### src/rtl/pcpi_matrix_sequencer_if.sv
// Host command port plus PCPI initiator bus for the matrix sequencer.
// The master modport is the sequencer's view; slave is the host/coprocessor side.
interface pcpi_matrix_sequencer_if;
  logic        cmd_valid;
  logic        cmd_ready;
  logic [1:0]  cmd_op;
  logic [4:0]  cmd_addr;
  logic [15:0] cmd_data;
  logic        pcpi_valid;
  logic [31:0] pcpi_insn;
  logic        pcpi_wr;
  logic        pcpi_wait;
  logic        pcpi_ready;
  logic        busy;
  logic        done;
  logic        timeout;
  logic        err;

  modport master (
    input  cmd_valid, cmd_op, cmd_addr, cmd_data, pcpi_wr, pcpi_wait, pcpi_ready,
    output cmd_ready, pcpi_valid, pcpi_insn, busy, done, timeout, err
  );

  modport slave (
    output cmd_valid, cmd_op, cmd_addr, cmd_data, pcpi_wr, pcpi_wait, pcpi_ready,
    input  cmd_ready, pcpi_valid, pcpi_insn, busy, done, timeout, err
  );
endinterface

### src/rtl/pcpi_matrix_sequencer.sv
// Queues host commands and replays them as custom-0 PCPI instructions to the
// 3x3 matrix coprocessor, tracking run completion with a bounded wait.
module pcpi_matrix_sequencer #(
  parameter int FIFO_DEPTH = 4,
  parameter int TIMEOUT    = 31
) (
  input  logic                           clk,
  input  logic                           resetn,
  pcpi_matrix_sequencer_if.master        bus
);
  localparam int AW = (FIFO_DEPTH > 1) ? $clog2(FIFO_DEPTH) : 1;
  localparam int TW = (TIMEOUT > 0) ? $clog2(TIMEOUT + 1) : 1;
  localparam logic [AW-1:0] PTR_ONE = 1;
  localparam logic [AW:0]   CNT_ONE = 1;
  localparam logic [AW:0]   CNT_FULL = (AW+1)'(FIFO_DEPTH);
  localparam logic [TW-1:0] TMR_ONE = 1;
  localparam logic [TW-1:0] TMR_LIMIT = TW'(TIMEOUT);
  localparam logic [6:0]    OPC_CUSTOM0 = 7'b0001011;
  localparam logic [1:0]    OP_LOAD = 2'b00;
  localparam logic [1:0]    OP_STOP = 2'b01;
  localparam logic [1:0]    OP_RUN  = 2'b10;

  typedef enum logic [2:0] {S_IDLE, S_ISSUE, S_GAP, S_RUN_GUARD, S_RUN_WAIT} state_t;

  state_t        state_q, state_d;
  logic [22:0]   fifo_mem_q [FIFO_DEPTH];
  logic [AW-1:0] wr_ptr_q, wr_ptr_d, rd_ptr_q, rd_ptr_d;
  logic [AW:0]   count_q, count_d;
  logic [TW-1:0] timer_q, timer_d;
  logic          pcpi_valid_q, pcpi_valid_d;
  logic [31:0]   pcpi_insn_q, pcpi_insn_d;
  logic          done_q, done_d, timeout_q, timeout_d, err_q, err_d;

  logic          fifo_empty, fifo_full, push, pop;
  logic [1:0]    head_op;
  logic [4:0]    head_addr;
  logic [15:0]   head_data;
  logic          head_illegal, issued_run, timer_expired;
  logic          unused_status;

  function automatic logic [31:0] encode(input logic [1:0] op, input logic [4:0] addr,
                                         input logic [15:0] data);
    logic [31:0] insn;
    case (op)
      OP_LOAD: insn = {1'b0, data, 3'b000, addr, OPC_CUSTOM0};
      OP_STOP: insn = {1'b0, 16'h0000, 3'b101, 5'h00, OPC_CUSTOM0};
      OP_RUN:  insn = {1'b0, 16'h0000, 3'b111, 5'h00, OPC_CUSTOM0};
      default: insn = 32'h0000_0000;
    endcase
    return insn;
  endfunction

  assign fifo_empty = (count_q == '0);
  assign fifo_full  = (count_q == CNT_FULL);
  assign push       = bus.cmd_valid && !fifo_full;
  assign {head_op, head_addr, head_data} = fifo_mem_q[rd_ptr_q];
  assign head_illegal  = (head_op == 2'b11) || ((head_op == OP_LOAD) && (head_addr > 5'd27));
  // The instruction register still holds the word just issued, so it tells ISSUE where to go.
  assign issued_run    = (pcpi_insn_q[14:12] == 3'b111);
  assign timer_expired = (timer_q == TMR_LIMIT);
  assign unused_status = bus.pcpi_wr ^ bus.pcpi_wait;

  always_ff @(posedge clk) begin
    if (push) fifo_mem_q[wr_ptr_q] <= {bus.cmd_op, bus.cmd_addr, bus.cmd_data};
  end

  always_comb begin
    wr_ptr_d = wr_ptr_q;
    rd_ptr_d = rd_ptr_q;
    count_d  = count_q;
    if (push) wr_ptr_d = wr_ptr_q + PTR_ONE;
    if (pop)  rd_ptr_d = rd_ptr_q + PTR_ONE;
    case ({push, pop})
      2'b10:   count_d = count_q + CNT_ONE;
      2'b01:   count_d = count_q - CNT_ONE;
      default: count_d = count_q;
    endcase
  end

  // State register (all flops).
  always_ff @(posedge clk) begin
    if (!resetn) begin
      state_q      <= S_IDLE;
      wr_ptr_q     <= '0;
      rd_ptr_q     <= '0;
      count_q      <= '0;
      timer_q      <= '0;
      pcpi_valid_q <= 1'b0;
      pcpi_insn_q  <= 32'h0000_0000;
      done_q       <= 1'b0;
      timeout_q    <= 1'b0;
      err_q        <= 1'b0;
    end else begin
      state_q      <= state_d;
      wr_ptr_q     <= wr_ptr_d;
      rd_ptr_q     <= rd_ptr_d;
      count_q      <= count_d;
      timer_q      <= timer_d;
      pcpi_valid_q <= pcpi_valid_d;
      pcpi_insn_q  <= pcpi_insn_d;
      done_q       <= done_d;
      timeout_q    <= timeout_d;
      err_q        <= err_d;
    end
  end

  // Next-state logic.
  always_comb begin
    state_d = state_q;
    case (state_q)
      S_IDLE:      if (!fifo_empty && !head_illegal) state_d = S_ISSUE;
      S_ISSUE:     state_d = issued_run ? S_RUN_GUARD : S_GAP;
      S_GAP:       state_d = S_IDLE;
      S_RUN_GUARD: state_d = S_RUN_WAIT;
      S_RUN_WAIT:  if (bus.pcpi_ready || timer_expired) state_d = S_IDLE;
      default:     state_d = S_IDLE;
    endcase
  end

  // Output / datapath logic.
  always_comb begin
    pop          = 1'b0;
    pcpi_valid_d = 1'b0;
    pcpi_insn_d  = pcpi_insn_q;
    done_d       = 1'b0;
    timeout_d    = 1'b0;
    err_d        = 1'b0;
    timer_d      = timer_q;
    case (state_q)
      S_IDLE: begin
        if (!fifo_empty) begin
          pop = 1'b1;
          if (head_illegal) begin
            err_d = 1'b1;
          end else begin
            pcpi_valid_d = 1'b1;
            pcpi_insn_d  = encode(head_op, head_addr, head_data);
          end
        end
      end
      // pcpi_ready here is the tail of the previous acknowledge, not this run's.
      S_RUN_GUARD: timer_d = '0;
      S_RUN_WAIT: begin
        timer_d = timer_q + TMR_ONE;
        if (bus.pcpi_ready)     done_d    = 1'b1;
        else if (timer_expired) timeout_d = 1'b1;
      end
      default: ;
    endcase
  end

  assign bus.cmd_ready  = !fifo_full;
  assign bus.pcpi_valid = pcpi_valid_q;
  assign bus.pcpi_insn  = pcpi_insn_q;
  assign bus.busy       = !fifo_empty || (state_q != S_IDLE);
  assign bus.done       = done_q;
  assign bus.timeout    = timeout_q;
  assign bus.err        = err_q;
endmodule
### src/flat_wrapper.sv
// flat-port wrapper written by rule: the top's interface ports become plain ports
module pcpi_matrix_sequencer_flat 
#(
  parameter int FIFO_DEPTH = 4,
  parameter int TIMEOUT    = 31
)
  (clk, resetn, bus_cmd_valid, bus_cmd_op, bus_cmd_addr, bus_cmd_data, bus_pcpi_wr, bus_pcpi_wait, bus_pcpi_ready, bus_cmd_ready, bus_pcpi_valid, bus_pcpi_insn, bus_busy, bus_done, bus_timeout, bus_err);
  pcpi_matrix_sequencer_if bus_i ();
  input  logic clk;
  input  logic resetn;
  input wire logic [$bits(bus_i.cmd_valid)-1:0] bus_cmd_valid;
  input wire logic [$bits(bus_i.cmd_op)-1:0] bus_cmd_op;
  input wire logic [$bits(bus_i.cmd_addr)-1:0] bus_cmd_addr;
  input wire logic [$bits(bus_i.cmd_data)-1:0] bus_cmd_data;
  input wire logic [$bits(bus_i.pcpi_wr)-1:0] bus_pcpi_wr;
  input wire logic [$bits(bus_i.pcpi_wait)-1:0] bus_pcpi_wait;
  input wire logic [$bits(bus_i.pcpi_ready)-1:0] bus_pcpi_ready;
  output wire logic [$bits(bus_i.cmd_ready)-1:0] bus_cmd_ready;
  output wire logic [$bits(bus_i.pcpi_valid)-1:0] bus_pcpi_valid;
  output wire logic [$bits(bus_i.pcpi_insn)-1:0] bus_pcpi_insn;
  output wire logic [$bits(bus_i.busy)-1:0] bus_busy;
  output wire logic [$bits(bus_i.done)-1:0] bus_done;
  output wire logic [$bits(bus_i.timeout)-1:0] bus_timeout;
  output wire logic [$bits(bus_i.err)-1:0] bus_err;
  assign bus_i.cmd_valid = bus_cmd_valid;
  assign bus_i.cmd_op = bus_cmd_op;
  assign bus_i.cmd_addr = bus_cmd_addr;
  assign bus_i.cmd_data = bus_cmd_data;
  assign bus_i.pcpi_wr = bus_pcpi_wr;
  assign bus_i.pcpi_wait = bus_pcpi_wait;
  assign bus_i.pcpi_ready = bus_pcpi_ready;
  assign bus_cmd_ready = bus_i.cmd_ready;
  assign bus_pcpi_valid = bus_i.pcpi_valid;
  assign bus_pcpi_insn = bus_i.pcpi_insn;
  assign bus_busy = bus_i.busy;
  assign bus_done = bus_i.done;
  assign bus_timeout = bus_i.timeout;
  assign bus_err = bus_i.err;
  pcpi_matrix_sequencer #(.FIFO_DEPTH(FIFO_DEPTH), .TIMEOUT(TIMEOUT)) u_core (.clk(clk), .resetn(resetn), .bus(bus_i));
endmodule
### config.mk
export PLATFORM = sky130hd
export DESIGN_NAME = pcpi_matrix_sequencer_flat
export DESIGN_NICKNAME = d
export VERILOG_FILES = /design/src/rtl/pcpi_matrix_sequencer_if.sv /design/src/rtl/pcpi_matrix_sequencer.sv /design/src/flat_wrapper.sv
export SDC_FILE = /design/constraint.sdc
export NUM_CORES = 1
export LEC_CHECK = 0
export ABC_AREA = 1
export ABC_CLOCK_PERIOD_IN_PS = 2400
export CAP_MARGIN = 15
export CORE_ASPECT_RATIO = 1.4
export CORE_MARGIN = 10
export CORE_UTILIZATION = 45
export CTS_CLUSTER_DIAMETER = 120
export CTS_CLUSTER_SIZE = 24
export DETAILED_ROUTE_END_ITERATION = 16
export PLACE_DENSITY = 0.66
export SLEW_MARGIN = 20
export SYNTH_ARGS = -nofsm -noshare
export SYNTH_HDL_FRONTEND = slang
export SYNTH_SLANG_ARGS = --single-unit
### constraint.sdc
create_clock -name clk -period 2.4 [get_ports clk]
set_input_delay 0.48 -clock clk [delete_from_list [all_inputs] [get_ports clk]]
set_output_delay 0.48 -clock clk [all_outputs]
set_load 0.005 [all_outputs]
After elaboration in Yosys (flattened, before gate mapping) --
Memories as Yosys holds them, arrays and structs flattened. A register that Yosys moved wholly into a read port is not among the register bits. Cells that the tools add are included.
Word-level totals: memory bits (read-only) 0, memories kept 1, logic and storage cells 72, bits in registers 51, bits in writable memories 92, bits in latches 0
Memories:
- u_core.fifo_mem_q | depth 4, width 23, read ports 1, clocked after memory_dff 1, write ports 1, line pcpi_matrix_sequencer.sv:26 | logic [22:0] fifo_mem_q [FIFO_DEPTH];
Operators by class: multipliers 0, bitwise logic cells 5, add/subtract/negate cells 5, eq/ne operators 13, reductions and logical operators 20, div/mod/pow operators 0, shift operators 0, $lt $le $gt $ge 1, multiplexer cells 17
Operators by type and width (number):
- 31-bit case mux with 3 select lines | 1
- 3-bit case mux with 4 select lines | 1
- 5-bit case mux with 2 select lines | 1
- 3-bit == test, second input constant | 3
- 1-bit two-way mux | 9
- 2-bit == test, second input constant | 3
- 3-bit logical NOT | 2
- 3-bit two-way mux | 2
- 3-bit case mux with 2 select lines | 1
- 3-bit OR reduction | 2
- 5-bit by 1-bit adder with 5-bit output, second input constant | 1
- 5-bit == test, second input constant | 1
- 5-bit greater-than comparator, second input constant | 1
- 1-bit inverter | 5
- 2-bit by 1-bit adder with 2-bit output, second input constant | 2
- 2-bit by 1-bit == test with 1-bit output, second input constant | 2
- 2-bit two-way mux | 2
- 2-bit by 1-bit != test with 1-bit output, second input constant | 2
- 2-bit AND reduction | 2
- 2-bit nonzero test | 2
- 3-bit by 1-bit adder with 3-bit output, second input constant | 1
- 3-bit by 1-bit == test with 1-bit output, second input constant | 1
- 3-bit by 2-bit == test with 1-bit output, second input constant | 1
- 1-bit logical AND | 3
- 6 further kinds | 10

Longest topological paths before layout --
depth in word-level cells 7, gate-level depth with buffers 13, mapped depth without buffers 12

Worst setup path after synthesis --
No wires, ideal clock.
kind register to register, start point register with a tool-made name, end point register u_core.pcpi_insn_q[14], in the netlist u_core.bus.pcpi_insn[14], period minus slack after synthesis 2.163 ns, required time 2.257 ns, stages on the path, launching flop included 14, data arrival time 2.019 ns, path buffers 3, slack 0.237 ns, setup time 0.143 ns, cell sequence dfxtp_1 -> buf_6 -> clkbuf_1 -> nand2_1 -> a32oi_1 -> inv_1 -> ha_1 -> nand2_1 -> nor2_4 -> nand3_4 -> nand3_4 -> buf_8 -> nand2_2 -> a21oi_2
RTL lines:
- end signal, assigned | line pcpi_matrix_sequencer.sv:100 | pcpi_insn_q <= pcpi_insn_d;
- end, declared | line pcpi_matrix_sequencer.sv:31 | logic [31:0] pcpi_insn_q, pcpi_insn_d;

Worst setup path in the final report --
start point register u_core.count_q[2], end point output port bus_busy
Between the ends: longest elaborated chain between the ends 3
RTL lines:
- start, declared | line pcpi_matrix_sequencer.sv:28 | logic [AW:0] count_q, count_d;
- start signal, assigned | line pcpi_matrix_sequencer.sv:97 | count_q <= count_d;
- 3-bit logical NOT | line pcpi_matrix_sequencer.sv:53 | assign fifo_empty = (count_q == '0);
- 1-bit logical NOT | line pcpi_matrix_sequencer.sv:155 | assign bus.busy = !fifo_empty || (state_q != S_IDLE);
- 1-bit logical OR | line pcpi_matrix_sequencer.sv:155
- end, declared | line flat_wrapper.sv:21 | output wire logic [$bits(bus_i.busy)-1:0] bus_busy;
No other way between the ends.

==> impl_metrics.ini <==
[timing]
hold_viol = 0
finalCritPeriodShare_pct = 93.4
drv_slew = 0
slew_headroom_pct = 58.9
skew_ns = 0.00527
setup_viol = 0
clock.fmax_ghz = 0.446
tightestPinTransition_ns = 0.616
rsz0062_at_grt = false
period_needed_ns = 2.24
fin_tns_setup_ns = 0
whs_ns = 0.461

[clock_network]
cts_inserted_buffers = 17
clock_latency_ns = 0.40
cts_root_buf = clkbuf_16
cts.reportedPaths.clkPinSlew_ns = 0.06
cts_setup_buffers = 0
cts_tree = built
clockBufferDepth = 2
htreeDepth = 4
cts.sinks = 137
cts-resized-gates = 0
hold_buffers = 0

[placed_design]
dp_hpwl_um = 8510
gp_congestion = 0.785
port-buffer-count = 59

[setup_path]
reg2regPathDepth = 12
crit_start = u_core.count_q[2]
cp-end-kind = output port
cpMaxStageDelayCell = clkdlybuf4s50_1
cpPeakStageDelay_ns = 0.50
cp.arrival_ns = 1.76
required_ns = 1.92
critPathKind = reg -> out
start_kind = flop
crit_chain = nor3_1 > nand2_1 > clkdlybuf4s50_1
regToRegSetupSlack_ns = 0.28
r2r_end = u_core.bus.pcpi_insn[29]
cp_max_fo = 3

[logic_synthesis]
synth.cell_area_um2 = 6090
synth_top_flop_cell = edfxtp_1
synth_seq_cells = 137
async_flop_share_pct = 0
netlist_instances = 633
yosysMostFrequentCell = nand2_1
netlist.area_leader.share_pct = 45.4
synth_area_leaders = edfxtp_1 (45%), dfxtp_1 (15%), nand2_1 (9.3%)
yosysWarnings = 0
synth_top_cell_by_area = edfxtp_1
syn_avg_cell_area_um2 = 9.62
ys_top_cells_by_count = nand2_1 (151), inv_1 (101), edfxtp_1 (92), nand3_1 (49), dfxtp_1 (45)
seq_area_frac_synth_pct = 60.2
synth_edf_count = 92
ys_types = 33

[job]
drv_cap = 0

[floorplanning]
ioPinCount = 67
dieHeight_um = 158
start_util_pct = 45.7
dieArea_um2 = 18600
die_w_um = 118
core_um2 = 13300
rows = 50

[global_route]
grt_pass1_wl_um = 20300
gr-max-usage-layer = met2
grt_use_met2_pct = 24.7
grtUsageMet3_pct = 4.42
use_met1_pct = 13.7
antenna_found_initial = 0
grt_pass1_vias = 4337
grt_max_degree = 31
grt.total_usage_pct = 13.5
gr-total-overflow = 0

[final_layout]
syn_to_final_growth_pct = 24.2
antenna_cells = 0
drive_above_1_share_pct = 14.3
final_util_pct = 56.8
nFillCells = 1107
fin_nets = 742

[hold_path]
whs_endpoint = u_core.bus.pcpi_insn[30]
hold_depth = 2
hp-start = u_core.bus.pcpi_insn[30]
hp-class = reg -> reg

[detailed_routing]
vias = 4215
drc_errors = 0
detail-route-antenna-nets = 0
drt_wl_total_um = 12400
wl_per_cell_um = 13.8
firstDrtPassIters = 5
viasPerCell = 4.72
drtIter0Drc = 221

[outcome]
outcome = complete, no violations

[power]
p_leak_nw = 3.07
ir_drop_uv = 507
powerDensity_nw_per_um2 = 1110
critical path: cells and delay by family, from the launching register on:
family        cells  cell delay, ns
simple gates      2            0.55
buf+inv           1            0.50
flops             1            0.32
cell type report:
type | instances | area (um^2) | share of cell area (%)
inverter | 104 | 390 | 5.16
clock inverter | 12 | 155 | 2.05
tap | 182 | 228 | 3.01
multi-input combinational | 358 | 1840 | 24.4
timing repair buffer | 83 | 858 | 11.3
sequential | 137 | 3660 | 48.4
clock buffer | 17 | 425 | 5.62
kinds of logic (layout without fill, tap and decap cells):
family | after synthesis | count (layout) | share of synthesized area [%]
simple gates | 288 | 288 | 21.5
other cells | 1 | 5 | 0.0616
fa+ha+maj | 12 | 12 | 2.59
compound gates | 53 | 53 | 5.75
flops | 137 | 137 | 60.2
buf+inv | 142 | 216 | 9.95
layout by cell type, fill, tap and decap left out, types with 21 or more instances in the layout:
master,instances
inv_1,101
a21oi_1,21
nand2_1,151
nor2_1,30
nand4_1,24
dfxtp_1,45
edfxtp_1,92
clkdlybuf4s50_1,59
nand3_1,49
report_power, final:
part           switching, mW  internal [mW]
registers              0.149           2.84
clock network          0.918           1.61
logic                   1.76           1.12
worst max path at each step:
stage                               end  depth (start not counted)
2_1_floorplan  u_core.bus.pcpi_insn[14]                         13
3_3_place_gp   u_core.bus.pcpi_insn[29]                         12
3_5_place_dp          u_core.count_q[2]                          9
4_1_cts                        bus_busy                          3
5_1_grt                        bus_busy                          3
6_report                       bus_busy                          3
metal layers:
metal  share of wire [%]  up-vias  wire length (um)
met5                   0        -                 0
met4                 1.0        0               124
met3                 5.5        9               679
met2                  54       82              6630
met1                  40     1953              4930
li1                    -     2171                 -
registers in the layout, indices dropped and copies added (netlist names), 2 cells and up, named ones only:
name                  count
u_core.state_q            3
u_core.bus.pcpi_insn     24
u_core.fifo_mem_q        92
u_core.wr_ptr_q           2
u_core.timer_q            5
u_core.rd_ptr_q           2
u_core.count_q            3
per-stage QoR:
step / cell area, um^2 / instances / worst slack [ns] / power, mW
6_report: 7560 / 893 / 0.159 / 8.40
4_1_cts: 7560 / 893 / 0.0958 / 8.47
5_1_grt: 7560 / 893 / 0.0182 / 8.93
3_5_place_dp: 6980 / 864 / 0.225 / 5.93
2_1_floorplan: 6100 / 637 / 0.237 / 4.99
3_3_place_gp: 6980 / 864 / 0.297 / 5.84
No activity file was read; power rests on OpenSTA's default activity.
